## src/rtl/serial_tx_if.sv

```systemverilog
// Bundle of the parallel-load handshake and serial line signals for serial_tx.
// The master side (datapath / host) drives the word and the load request.
// The slave side (the transmitter) reports ready/busy and drives the line.
interface serial_tx_if #(
    parameter int WIDTH = 8
);
    logic [WIDTH-1:0] din;
    logic             load;
    logic             ready;
    logic             busy;
    logic             tx;
    logic             done;

    modport master (
        output din,
        output load,
        input  ready,
        input  busy,
        input  tx,
        input  done
    );

    modport slave (
        input  din,
        input  load,
        output ready,
        output busy,
        output tx,
        output done
    );
endinterface

```

## src/rtl/serial_tx.sv

```systemverilog
// Framed parallel-in / serial-out transmitter.
// A word is accepted when load and ready are both high at a clock edge, then
// sent LSB-first as: start bit (0), WIDTH data bits, stop bit (1).
// Each bit lasts DIV clocks. The line is driven from a flop. All status
// outputs decode registered state only, so no input reaches an output
// combinationally.
module serial_tx #(
    parameter int WIDTH = 8,
    parameter int DIV   = 4
) (
    input logic       clk,
    input logic       rst,
    serial_tx_if.slave bus
);
    // Counters need at least one bit, even when DIV or WIDTH is 1.
    localparam int DIV_W = (DIV > 1) ? $clog2(DIV) : 1;
    localparam int BIT_W = (WIDTH > 1) ? $clog2(WIDTH) : 1;
    localparam logic [DIV_W-1:0] DIV_LAST = DIV_W'(DIV - 1);
    localparam logic [BIT_W-1:0] BIT_LAST = BIT_W'(WIDTH - 1);

    typedef enum logic [1:0] {
        IDLE,
        START,
        DATA,
        STOP
    } state_t;

    state_t           state_q, state_n;
    logic [DIV_W-1:0] div_q, div_n;
    logic [BIT_W-1:0] bit_q, bit_n;
    logic [WIDTH-1:0] shreg_q, shreg_n;
    logic             tx_q, tx_n;
    logic             done_q, done_n;
    logic             div_end;

    assign div_end = (div_q == DIV_LAST);

    // State register; a synchronous reset aborts any frame without a done pulse.
    always_ff @(posedge clk) begin
        if (rst) begin
            state_q <= IDLE;
            div_q   <= '0;
            bit_q   <= '0;
            shreg_q <= '0;
            tx_q    <= 1'b1;
            done_q  <= 1'b0;
        end else begin
            state_q <= state_n;
            div_q   <= div_n;
            bit_q   <= bit_n;
            shreg_q <= shreg_n;
            tx_q    <= tx_n;
            done_q  <= done_n;
        end
    end

    // Next-state logic; the line value is derived from the next state so tx stays a pure flop.
    always_comb begin
        state_n = state_q;
        div_n   = div_q;
        bit_n   = bit_q;
        shreg_n = shreg_q;
        done_n  = 1'b0;
        tx_n    = 1'b1;

        case (state_q)
            IDLE: begin
                if (bus.load) begin
                    state_n = START;
                    shreg_n = bus.din;
                    div_n   = '0;
                    bit_n   = '0;
                end
            end
            START: begin
                if (div_end) begin
                    div_n   = '0;
                    state_n = DATA;
                end else begin
                    div_n = div_q + 1'b1;
                end
            end
            DATA: begin
                if (div_end) begin
                    div_n   = '0;
                    shreg_n = shreg_q >> 1;
                    if (bit_q == BIT_LAST) begin
                        bit_n   = '0;
                        state_n = STOP;
                    end else begin
                        bit_n = bit_q + 1'b1;
                    end
                end else begin
                    div_n = div_q + 1'b1;
                end
            end
            STOP: begin
                if (div_end) begin
                    div_n   = '0;
                    state_n = IDLE;
                    done_n  = 1'b1;
                end else begin
                    div_n = div_q + 1'b1;
                end
            end
            default: begin
                state_n = IDLE;
            end
        endcase

        case (state_n)
            START:   tx_n = 1'b0;
            DATA:    tx_n = shreg_n[0];
            default: tx_n = 1'b1;
        endcase
    end

    assign bus.ready = (state_q == IDLE);
    assign bus.busy  = (state_q != IDLE);
    assign bus.tx    = tx_q;
    assign bus.done  = done_q;
endmodule

```

## src/flat_wrapper.sv

```systemverilog
// flat-port wrapper written by rule: the top's interface ports become plain ports
module serial_tx_flat 
#(
    parameter int WIDTH = 8,
    parameter int DIV   = 4
)
  (clk, rst, bus_din, bus_load, bus_ready, bus_busy, bus_tx, bus_done);
  serial_tx_if #(.WIDTH(WIDTH)) bus_i ();
  input logic clk;
  input logic rst;
  input wire logic [$bits(bus_i.din)-1:0] bus_din;
  input wire logic [$bits(bus_i.load)-1:0] bus_load;
  output wire logic [$bits(bus_i.ready)-1:0] bus_ready;
  output wire logic [$bits(bus_i.busy)-1:0] bus_busy;
  output wire logic [$bits(bus_i.tx)-1:0] bus_tx;
  output wire logic [$bits(bus_i.done)-1:0] bus_done;
  assign bus_i.din = bus_din;
  assign bus_i.load = bus_load;
  assign bus_ready = bus_i.ready;
  assign bus_busy = bus_i.busy;
  assign bus_tx = bus_i.tx;
  assign bus_done = bus_i.done;
  serial_tx #(.WIDTH(WIDTH), .DIV(DIV)) u_core (.clk(clk), .rst(rst), .bus(bus_i));
endmodule
```

## config.mk

```make
export PLATFORM = sky130hd
export DESIGN_NAME = serial_tx_flat
export DESIGN_NICKNAME = d
export VERILOG_FILES = /design/src/rtl/serial_tx_if.sv /design/src/rtl/serial_tx.sv /design/src/flat_wrapper.sv
export SDC_FILE = /design/constraint.sdc
export NUM_CORES = 1
export LEC_CHECK = 0
export CELL_PAD_IN_SITES_DETAIL_PLACEMENT = 0
export CELL_PAD_IN_SITES_GLOBAL_PLACEMENT = 1
export CORE_MARGIN = 2
export CORE_UTILIZATION = 25
export CTS_CLUSTER_DIAMETER = 150
export CTS_CLUSTER_SIZE = 40
export DETAILED_ROUTE_END_ITERATION = 8
export GPL_ROUTABILITY_DRIVEN = 0
export PLACE_DENSITY_LB_ADDON = 0.1
export REMOVE_ABC_BUFFERS = 1
export SLEW_MARGIN = 20
export SYNTH_ARGS = -nofsm -noshare
export SYNTH_HDL_FRONTEND = slang
export SYNTH_SLANG_ARGS = --single-unit
```

## constraint.sdc

```tcl
create_clock -name clk -period 3.1 [get_ports clk]
set_input_delay 0.93 -clock clk [delete_from_list [all_inputs] [get_ports clk]]
set_output_delay 0.93 -clock clk [all_outputs]
set_load 0.01 [all_outputs]
```

Word level (Yosys, flattened, before mapping)

Cells that the tools add are included.

RAM bits: 0
Register bits: 17
Bits in latches: 0
Memories: 0
Input port bits: 11
Output and inout bits: 4
Logic and storage cells: 43
Memory bits (read-only): 0

Multipliers: 0
Add/subtract/negate cells: 2
Bitwise operators: 1
Div/mod/pow operators: 0
Mux-type cells: 18
Reduce and logical (&&, ||, !) cells: 6
Shifts and indexed selects: 0
Order comparisons: 0
Eq/ne operators: 9

Operators by type and width:

| kind                                                 | count |
|---|---|
| two-way mux 8 bit                                    | 2 |
| case mux 8 bit (2 select lines)                      | 1 |
| two-way mux 2 bit                                    | 7 |
| two-way mux 3 bit                                    | 3 |
| equality test 2 bit (second input constant)          | 4 |
| case mux 2 bit (4 select lines)                      | 1 |
| case mux 3 bit (2 select lines)                      | 1 |
| equality test 2 x 1 -> 1 bit (second input constant) | 2 |
| case mux 2 bit (2 select lines)                      | 1 |
| nonzero test 2 bit                                   | 2 |
| adder 3 x 1 -> 3 bit (second input constant)         | 1 |
| equality test 3 bit (second input constant)          | 1 |
| AND reduction 3 bit                                  | 1 |
| OR reduction 3 bit                                   | 1 |
| adder 2 x 1 -> 2 bit (second input constant)         | 1 |
| zero test 2 bit                                      | 1 |
| != test 2 x 1 -> 1 bit (second input constant)       | 1 |
| != test 2 bit (second input constant)                | 1 |
| case mux 1 bit (2 select lines)                      | 1 |
| OR reduction 2 bit                                   | 1 |
| two-way mux 1 bit                                    | 1 |
| inverter 1 bit                                       | 1 |

Logic depth before layout (Yosys ltp)

Gate-level depths: netlist of run 1.

Depth in word-level cells: 6
Mapped depth: 7

Worst setup path after synthesis of run 1

No wires, ideal clock.

Kind: input to register
Start: input port bus_load
End: register u_core.bit_q[1]
Path buffers: 0
Library setup time: 0.070 ns
Stages on the path: 4
Data arrival time: 1.922 ns
Slack: 1.108 ns
Cell sequence: nor3b_4 > nor2_2 > or4b_1 > a21oi_1

Cells in the longest elaborated chain, start to end: 2

RTL lines:

| item                                 | RTL line           | text |
|---|---|---|
| from (decl)                          | flat_wrapper.sv:12 | `input wire logic [$bits(bus_i.load)-1:0] bus_load;` |
| != test 2 bit (no source line)       | n/a                |  |
| AND reduction 3 bit (no source line) | n/a                |  |
| to (signal assigned)                 | serial_tx.sv:50    | `bit_q <= bit_n;` |
| to (decl)                            | serial_tx.sv:30    | `logic [BIT_W-1:0] bit_q, bit_n;` |

Every way passes these cells.
A chain may end at the register's enable or synchronous reset.

Worst setup path in the final report of run 1

Start: register u_core.state_q[1]
End: output port bus_busy

Cells in the longest elaborated chain, start to end: 1

RTL lines:

| item                   | RTL line           | text |
|---|---|---|
| from (decl)            | serial_tx.sv:28    | `state_t state_q, state_n;` |
| from (signal assigned) | serial_tx.sv:48    | `state_q <= state_n;` |
| nonzero test 2 bit     | serial_tx.sv:119   | `assign bus.busy = (state_q != IDLE);` |
| to (decl)              | flat_wrapper.sv:14 | `output wire logic [$bits(bus_i.busy)-1:0] bus_busy;` |

Every way passes these cells.

==> impl_metrics.env, run 1 <==
export IMPL_rsz0062_at_grt="false"
export IMPL_track_usage_pct=10.57
export IMPL_htreeDepth=1
export IMPL_ctsHoldBuffers=0
export IMPL_critical_path_class="flop to output pin"
export IMPL_hold_viol_final=0
export IMPL_yosys_cell_types_count=28
export IMPL_grtUsageMet2_pct=17.34
export IMPL_diodes=0
export IMPL_drtPass1Iterations=4
export IMPL_peakVddDrop_mv=0.2908
export IMPL_cts_num_sinks=17
export IMPL_hp_start="u_core.shreg_q[5]"
export IMPL_grt_max_degree=16
export IMPL_tns_ns=0
export IMPL_path_cells="nor2_1 > inv_1 > clkdlybuf4s50_1"
export IMPL_antenna_found_initial=0
export IMPL_cp_startpoint="u_core.state_q[1]"
export IMPL_ctsResizeCount=0
export IMPL_crit_fanout=12
export IMPL_synth_ff_type="dfxtp_1"
export IMPL_dp_hpwl_um=1129
export IMPL_grt_busiest_layer="met2"
export IMPL_core_um2=2781
export IMPL_io_pins=15
export IMPL_area_growth_syn_to_layout_pct=26.72
export IMPL_tightest_slew_ns=0.4335
export IMPL_stdcell_area_um2=943.4
export IMPL_ant_nets=0
export IMPL_finalCritPeriodShare_pct=84.54
export IMPL_global_route_usage_met1_pct=12.48
export IMPL_use_met3_pct=4.176
export IMPL_endpoint_kind="output pin"
export IMPL_place_area_um2=917.1
export IMPL_grt_pass1_vias=621
export IMPL_clock_latency_ns=0.29
export IMPL_cts_tree="yes"
export IMPL_synth_edf_count=0
export IMPL_timing_rr_start="u_core.div_q[0]"
export IMPL_synth_simple_area_share_pct=22.18
export IMPL_cts_setup_buffers=0
export IMPL_die_area_um2=3430
export IMPL_drv_cap=0
export IMPL_yosysSeqAreaShare_pct=45.71
export IMPL_synth_adder_area_share_pct=5.042
export IMPL_max_slew_margin_pct=71.06
export IMPL_slowest_stage="dfxtp_1"
export IMPL_wirelength_um=1597
export IMPL_synthMuxAreaShare_pct=0
export IMPL_max_stage_delay_ns=0.60
export IMPL_synth_top_family_by_area="simple AND/OR/NAND/NOR gates"
export IMPL_path_buf_inv=2
export IMPL_hp_class="flop to flop"
export IMPL_vias=651
export IMPL_synthTopCellsByCount="17 x dfxtp_1, 11 x a21oi_1, 11 x nand2_1, 7 x a22oi_1, 5 x nor2_1"
export IMPL_drc_errors=0
export IMPL_layout_setup_ws_ns=0.4793
export IMPL_synthCells=81
export IMPL_chipHeight_um=58.57
export IMPL_nets=112
export IMPL_drive_gt1_share_pct=8.247
export IMPL_critPathLaunchType="flop"
export IMPL_period_minus_slack_ns=2.621
export IMPL_outcome="complete, no violations"
export IMPL_yosysMostFrequentCell="dfxtp_1"
export IMPL_arrival_ns=1.69
export IMPL_cts_buffer_depth=2
export IMPL_min_path_cells=2
export IMPL_fin_skew_ns=0.009254
export IMPL_cts_buffers=3
export IMPL_grt_pass1_wl_um=2753
export IMPL_syn_cell_area_um2=744.5
export IMPL_path_clk_slew_ns=0.10
export IMPL_dp_slack_ns=0.6430
export IMPL_synth_seq_cells=17
export IMPL_critPathTopFamily="buffers and inverters"
export IMPL_port_buffer_count=14
export IMPL_synth_xor_area_share_pct=1.176
export IMPL_required_ns=2.17
export IMPL_reg2reg_depth=5
export IMPL_synth_largest_area_cell="dfxtp_1"
export IMPL_fp_dieW_um=58.57
export IMPL_start_util_pct=26.77
export IMPL_cts_root_buf="clkbuf_4"
export IMPL_cp_depth=3
export IMPL_synth_compound_area_share_pct=21.01
export IMPL_finalSetupViolCount=0
export IMPL_async_flop_share_pct=0
export IMPL_ys_warn_count=0
export IMPL_fp_row_count=19
export IMPL_drt_iter0_drc=14
export IMPL_routedWlPerCell_um=12.48
export IMPL_slew_violations=0
export IMPL_synth_top_area_share_pct=45.71
export IMPL_postSynthAreaPerCell_um2=9.191
export IMPL_overflow=0
export IMPL_fmax_mhz=381.6
export IMPL_power_density_nw_per_um2=432.8
export IMPL_vias_per_cell=5.086
export IMPL_p_leak_nw=0.3617
export IMPL_synth_area_top_cells="dfxtp_1 46%, a21oi_1 7.4%, a22oi_1 7.1%"
## cells by family (layout without fill, tap and decap cells)
family	after synthesis	count (layout)
xor gates and xnor gates	1	1
DFF	17	17
and+or+nand+nor	29	29
adders and majority gates	3	3
AOI/OAI and AO/OA	24	24
buffers and inverters	7	23
## layout make-up
| type | instances | area [um2] |
|---|---|---|
| fillers | 301 | 1838 |
| multi-input cells | 57 | 367.9 |
| flip-flops and latches | 17 | 340.3 |
| repair buffers | 17 | 162.7 |
| well taps | 31 | 38.79 |
| clock buffers | 4 | 26.28 |
| inverters | 2 | 7.507 |
## state kept, by name, indices dropped and copies added, names as in the netlist
name	flops
u_core.state_q	2
u_core.bit_q	3
u_core.div_q	2
u_core.shreg_q	8
u_core.bus.tx	1
u_core.bus.done	1
## where the power goes
group | leakage (nW) | switching, W | internal (W) | total [W]
registers | 0.139 | 0.00000680 | 0.000228 | 0.000235
logic | 0.208 | 0.0000237 | 0.0000323 | 0.0000560
clock network | 0.0150 | 0.0000676 | 0.0000500 | 0.000118
total | 0.362 | 0.0000981 | 0.000310 | 0.000408
## stage by stage
step | utilization [%] | std cells | hold slack, ns | total power (W)
after floorplan | - | 76 | 0.4295 | 0.0002640
after global placement | 32.97 | 124 | 0.4453 | 0.0002965
after detailed placement | 32.97 | 124 | 0.4468 | 0.0002966
after CTS | 33.92 | 128 | 0.4601 | 0.0004150
after global routing | 33.92 | 128 | 0.4839 | 0.0004300
final | 33.92 | 128 | 0.4592 | 0.0004083
## layout by cell type (no fill, tap or decap)
cell type and count:
a21o_1 1, a21oi_1 11, a22oi_1 7, a2bb2oi_1 1
a32oi_1 2, and3_1 1, and3b_1 1, and4_1 1
buf_4 3, clkbuf_1 1, clkbuf_4 3, clkdlybuf4s50_1 14
dfxtp_1 17, ha_1 3, inv_1 2, nand2_1 11
nand2b_1 1, nand3b_1 1, nand4b_1 1, nor2_1 5
nor2_2 1, nor2b_1 1, nor3_1 2, nor3b_4 1
o21ai_0 1, o311a_1 1, or4_1 1, or4b_1 1
xor2_1 1
## per-layer routing
| metal | vias to the layer above | part of all wire [%] |
|---|---|---|
| met5 | - | 0 |
| met4 | 0 | 0.94 |
| met3 | 2 | 4.9 |
| met2 | 14 | 47 |
| met1 | 313 | 47 |
| li1 | 322 | - |
## worst register-to-register path, stage by stage (launching register included)
cell,delay [ns]
dfxtp_1,0.37
ha_1,0.31
and3b_1,0.40
nor2_2,0.07
or4b_1,0.50
a21oi_1,0.14
## path summary, 6_finish.rpt
path | slack [ns] | endpoint
setup / recovery | 0.48 | bus_busy
hold reg to reg | 0.46 | u_core.shreg_q[5]
hold / removal | 0.46 | u_core.shreg_q[5]
setup reg to reg | 1.25 | u_core.bit_q[1]
Note: power is estimated with default switching activity, not from simulation.
==> run 2: changes to the inputs <==
clock period = 2.1 ns   (was 3.1 ns; I/O delays follow)
==> run 2 against run 1 <==
  * Power grew 50%
  * First-iteration DRC count shrank 36%
  * Sequential power up 46%
  * Flip-flop and latch count did not move
  * Wire length grew 8.0%
  * Cell count is 4.7% higher
==> impl_metrics.env, run 2 (synthesized netlist as in run 1, its figures left out) <==
export IMPL_io_pins=15
export IMPL_finalCritPeriodShare_pct=94.23
export IMPL_cts_buffer_depth=2
export IMPL_critPathTopFamily="buffers and inverters"
export IMPL_top_regs="u_core.shreg_q x8, u_core.bit_q x3"
export IMPL_cts_root_buf="clkbuf_4"
export IMPL_wirelength_um=1724
export IMPL_final_common_cell="dfxtp_1"
export IMPL_drv_cap=0
export IMPL_fin_skew_ns=0.004783
export IMPL_die_area_um2=3430
export IMPL_diodes=0
export IMPL_tightest_slew_ns=0.2046
export IMPL_hp_class="flop to flop"
export IMPL_path_buf_inv=2
export IMPL_dp_cells=130
export IMPL_slew_violations=0
export IMPL_cts_num_sinks=17
export IMPL_endpoint_kind="output pin"
export IMPL_overflow=0
export IMPL_rsz0062_at_grt="false"
export IMPL_drc_errors=0
export IMPL_routedWlPerCell_um=12.87
export IMPL_period_minus_slack_ns=1.979
export IMPL_min_path_cells=2
export IMPL_reg2reg_depth=5
export IMPL_fp_row_count=19
export IMPL_hp_start="u_core.shreg_q[4]"
export IMPL_final_cell_mix="17 x dfxtp_1, 14 x clkdlybuf4s50_1, 11 x nand2_1, 11 x a21oi_1, 9 x buf_4"
export IMPL_cp_startpoint="u_core.state_q[0]"
export IMPL_top_register="u_core.shreg_q"
export IMPL_cts_buffers=3
export IMPL_power_density_nw_per_um2=615.2
export IMPL_cp_depth=3
export IMPL_clock_latency_ns=0.29
export IMPL_largest_reg_flops=8
export IMPL_grt_pass1_vias=650
export IMPL_antenna_found_initial=0
export IMPL_required_ns=1.47
export IMPL_slowest_stage="clkdlybuf4s50_1"
export IMPL_grt_busiest_layer="met2"
export IMPL_finalSetupViolCount=0
export IMPL_path_cells="nor2_4 > inv_1 > clkdlybuf4s50_1"
export IMPL_core_um2=2781
export IMPL_path_clk_slew_ns=0.10
export IMPL_use_met3_pct=5.055
export IMPL_fmax_mhz=505.3
export IMPL_start_util_pct=26.77
export IMPL_grtUsageMet2_pct=17.34
export IMPL_num_fill_cells=288
export IMPL_arrival_ns=1.35
export IMPL_drtPass1Iterations=4
export IMPL_global_route_usage_met1_pct=15.97
export IMPL_nets=118
export IMPL_max_stage_delay_ns=0.54
export IMPL_track_usage_pct=11.79
export IMPL_critPathLaunchType="flop"
export IMPL_drive_gt1_share_pct=15.53
export IMPL_outcome="complete, no violations"
export IMPL_peakVddDrop_mv=0.3187
export IMPL_crit_fanout=4
export IMPL_critical_path_class="flop to output pin"
export IMPL_grt_pass1_wl_um=3022
export IMPL_area_growth_syn_to_layout_pct=33.95
export IMPL_p_leak_nw=0.3974
export IMPL_cts_tree="yes"
export IMPL_chipHeight_um=58.57
export IMPL_final_cells=134
export IMPL_vias=648
export IMPL_vias_per_cell=4.836
export IMPL_max_slew_margin_pct=86.31
export IMPL_drt_iter0_drc=9
export IMPL_final_core_util_pct=35.85
export IMPL_timing_rr_start="u_core.state_q[1]"
export IMPL_port_buffer_count=14
export IMPL_htreeDepth=1
export IMPL_hold_viol_final=0
export IMPL_dp_hpwl_um=1214
export IMPL_fp_dieW_um=58.57
export IMPL_ctsHoldBuffers=0
export IMPL_ant_nets=0
export IMPL_grt_max_degree=15
[run 2: final timing paths]
path | to | slack [ns]
max | bus_busy | 0.12
min | u_core.shreg_q[4] | 0.46
max reg2reg | u_core.bit_q[1] | 0.52
min reg2reg | u_core.shreg_q[4] | 0.46
[run 2: worst min-delay path, cell delays in order, from the launching register on]
cell and delay (ns):
dfxtp_1 0.32, nand2_1 0.05, a21oi_1 0.05
[run 2: cell type report]
cell class | count | area [um2] | area share, %
Tap cell | 31 | 38.79 | 3.890
Sequential cell | 17 | 340.3 | 34.13
Clock inverter | 1 | 5.005 | 0.5019
Timing Repair Buffer | 23 | 207.7 | 20.83
Multi-Input combinational cell | 57 | 375.4 | 37.64
Clock buffer | 3 | 22.52 | 2.258
Inverter | 2 | 7.507 | 0.7528
[run 2: where the power goes]
group	switching, W	internal, W
combinational	0.0000402	0.0000534
sequential	0.00000762	0.000337
clock	0.000105	0.0000708
total	0.000153	0.000461
[run 2: metal layers]
layer  routed length [um]  vias up  share of wire, %
li1                     -      335                 -
met1                  907      301                53
met2                  720       10                42
met3                   79        2               4.6
met4                   16        0              0.93
met5                    0        -                 0
[run 2: what timing repair did]
| action | 4_1_cts | 5_1_grt |
|---|---|---|
| setup buffers | 0 | 0 |
| setup endpoints to repair | 2 | 2 |
| gates resized for setup | 1 | 1 |
| gates cloned | 0 | 0 |
| pin swaps | 0 | 0 |
[run 2: through the flow]
step | setup WS, ns | total power, W | hold slack [ns] | instance area, um2 | setup TNS (ns)
floorplan | 0.3310 | 0.0003897 | 0.4295 | 715.7 | 0
global placement | 0.008751 | 0.0004442 | 0.4412 | 962.2 | 0
detailed placement | -0.02633 | 0.0004446 | 0.4482 | 962.2 | -0.02633
CTS | 0.06797 | 0.0006260 | 0.4634 | 992.2 | 0
global route | 0.01734 | 0.0006503 | 0.4894 | 997.2 | 0
finish | 0.1211 | 0.0006135 | 0.4619 | 997.2 | 0
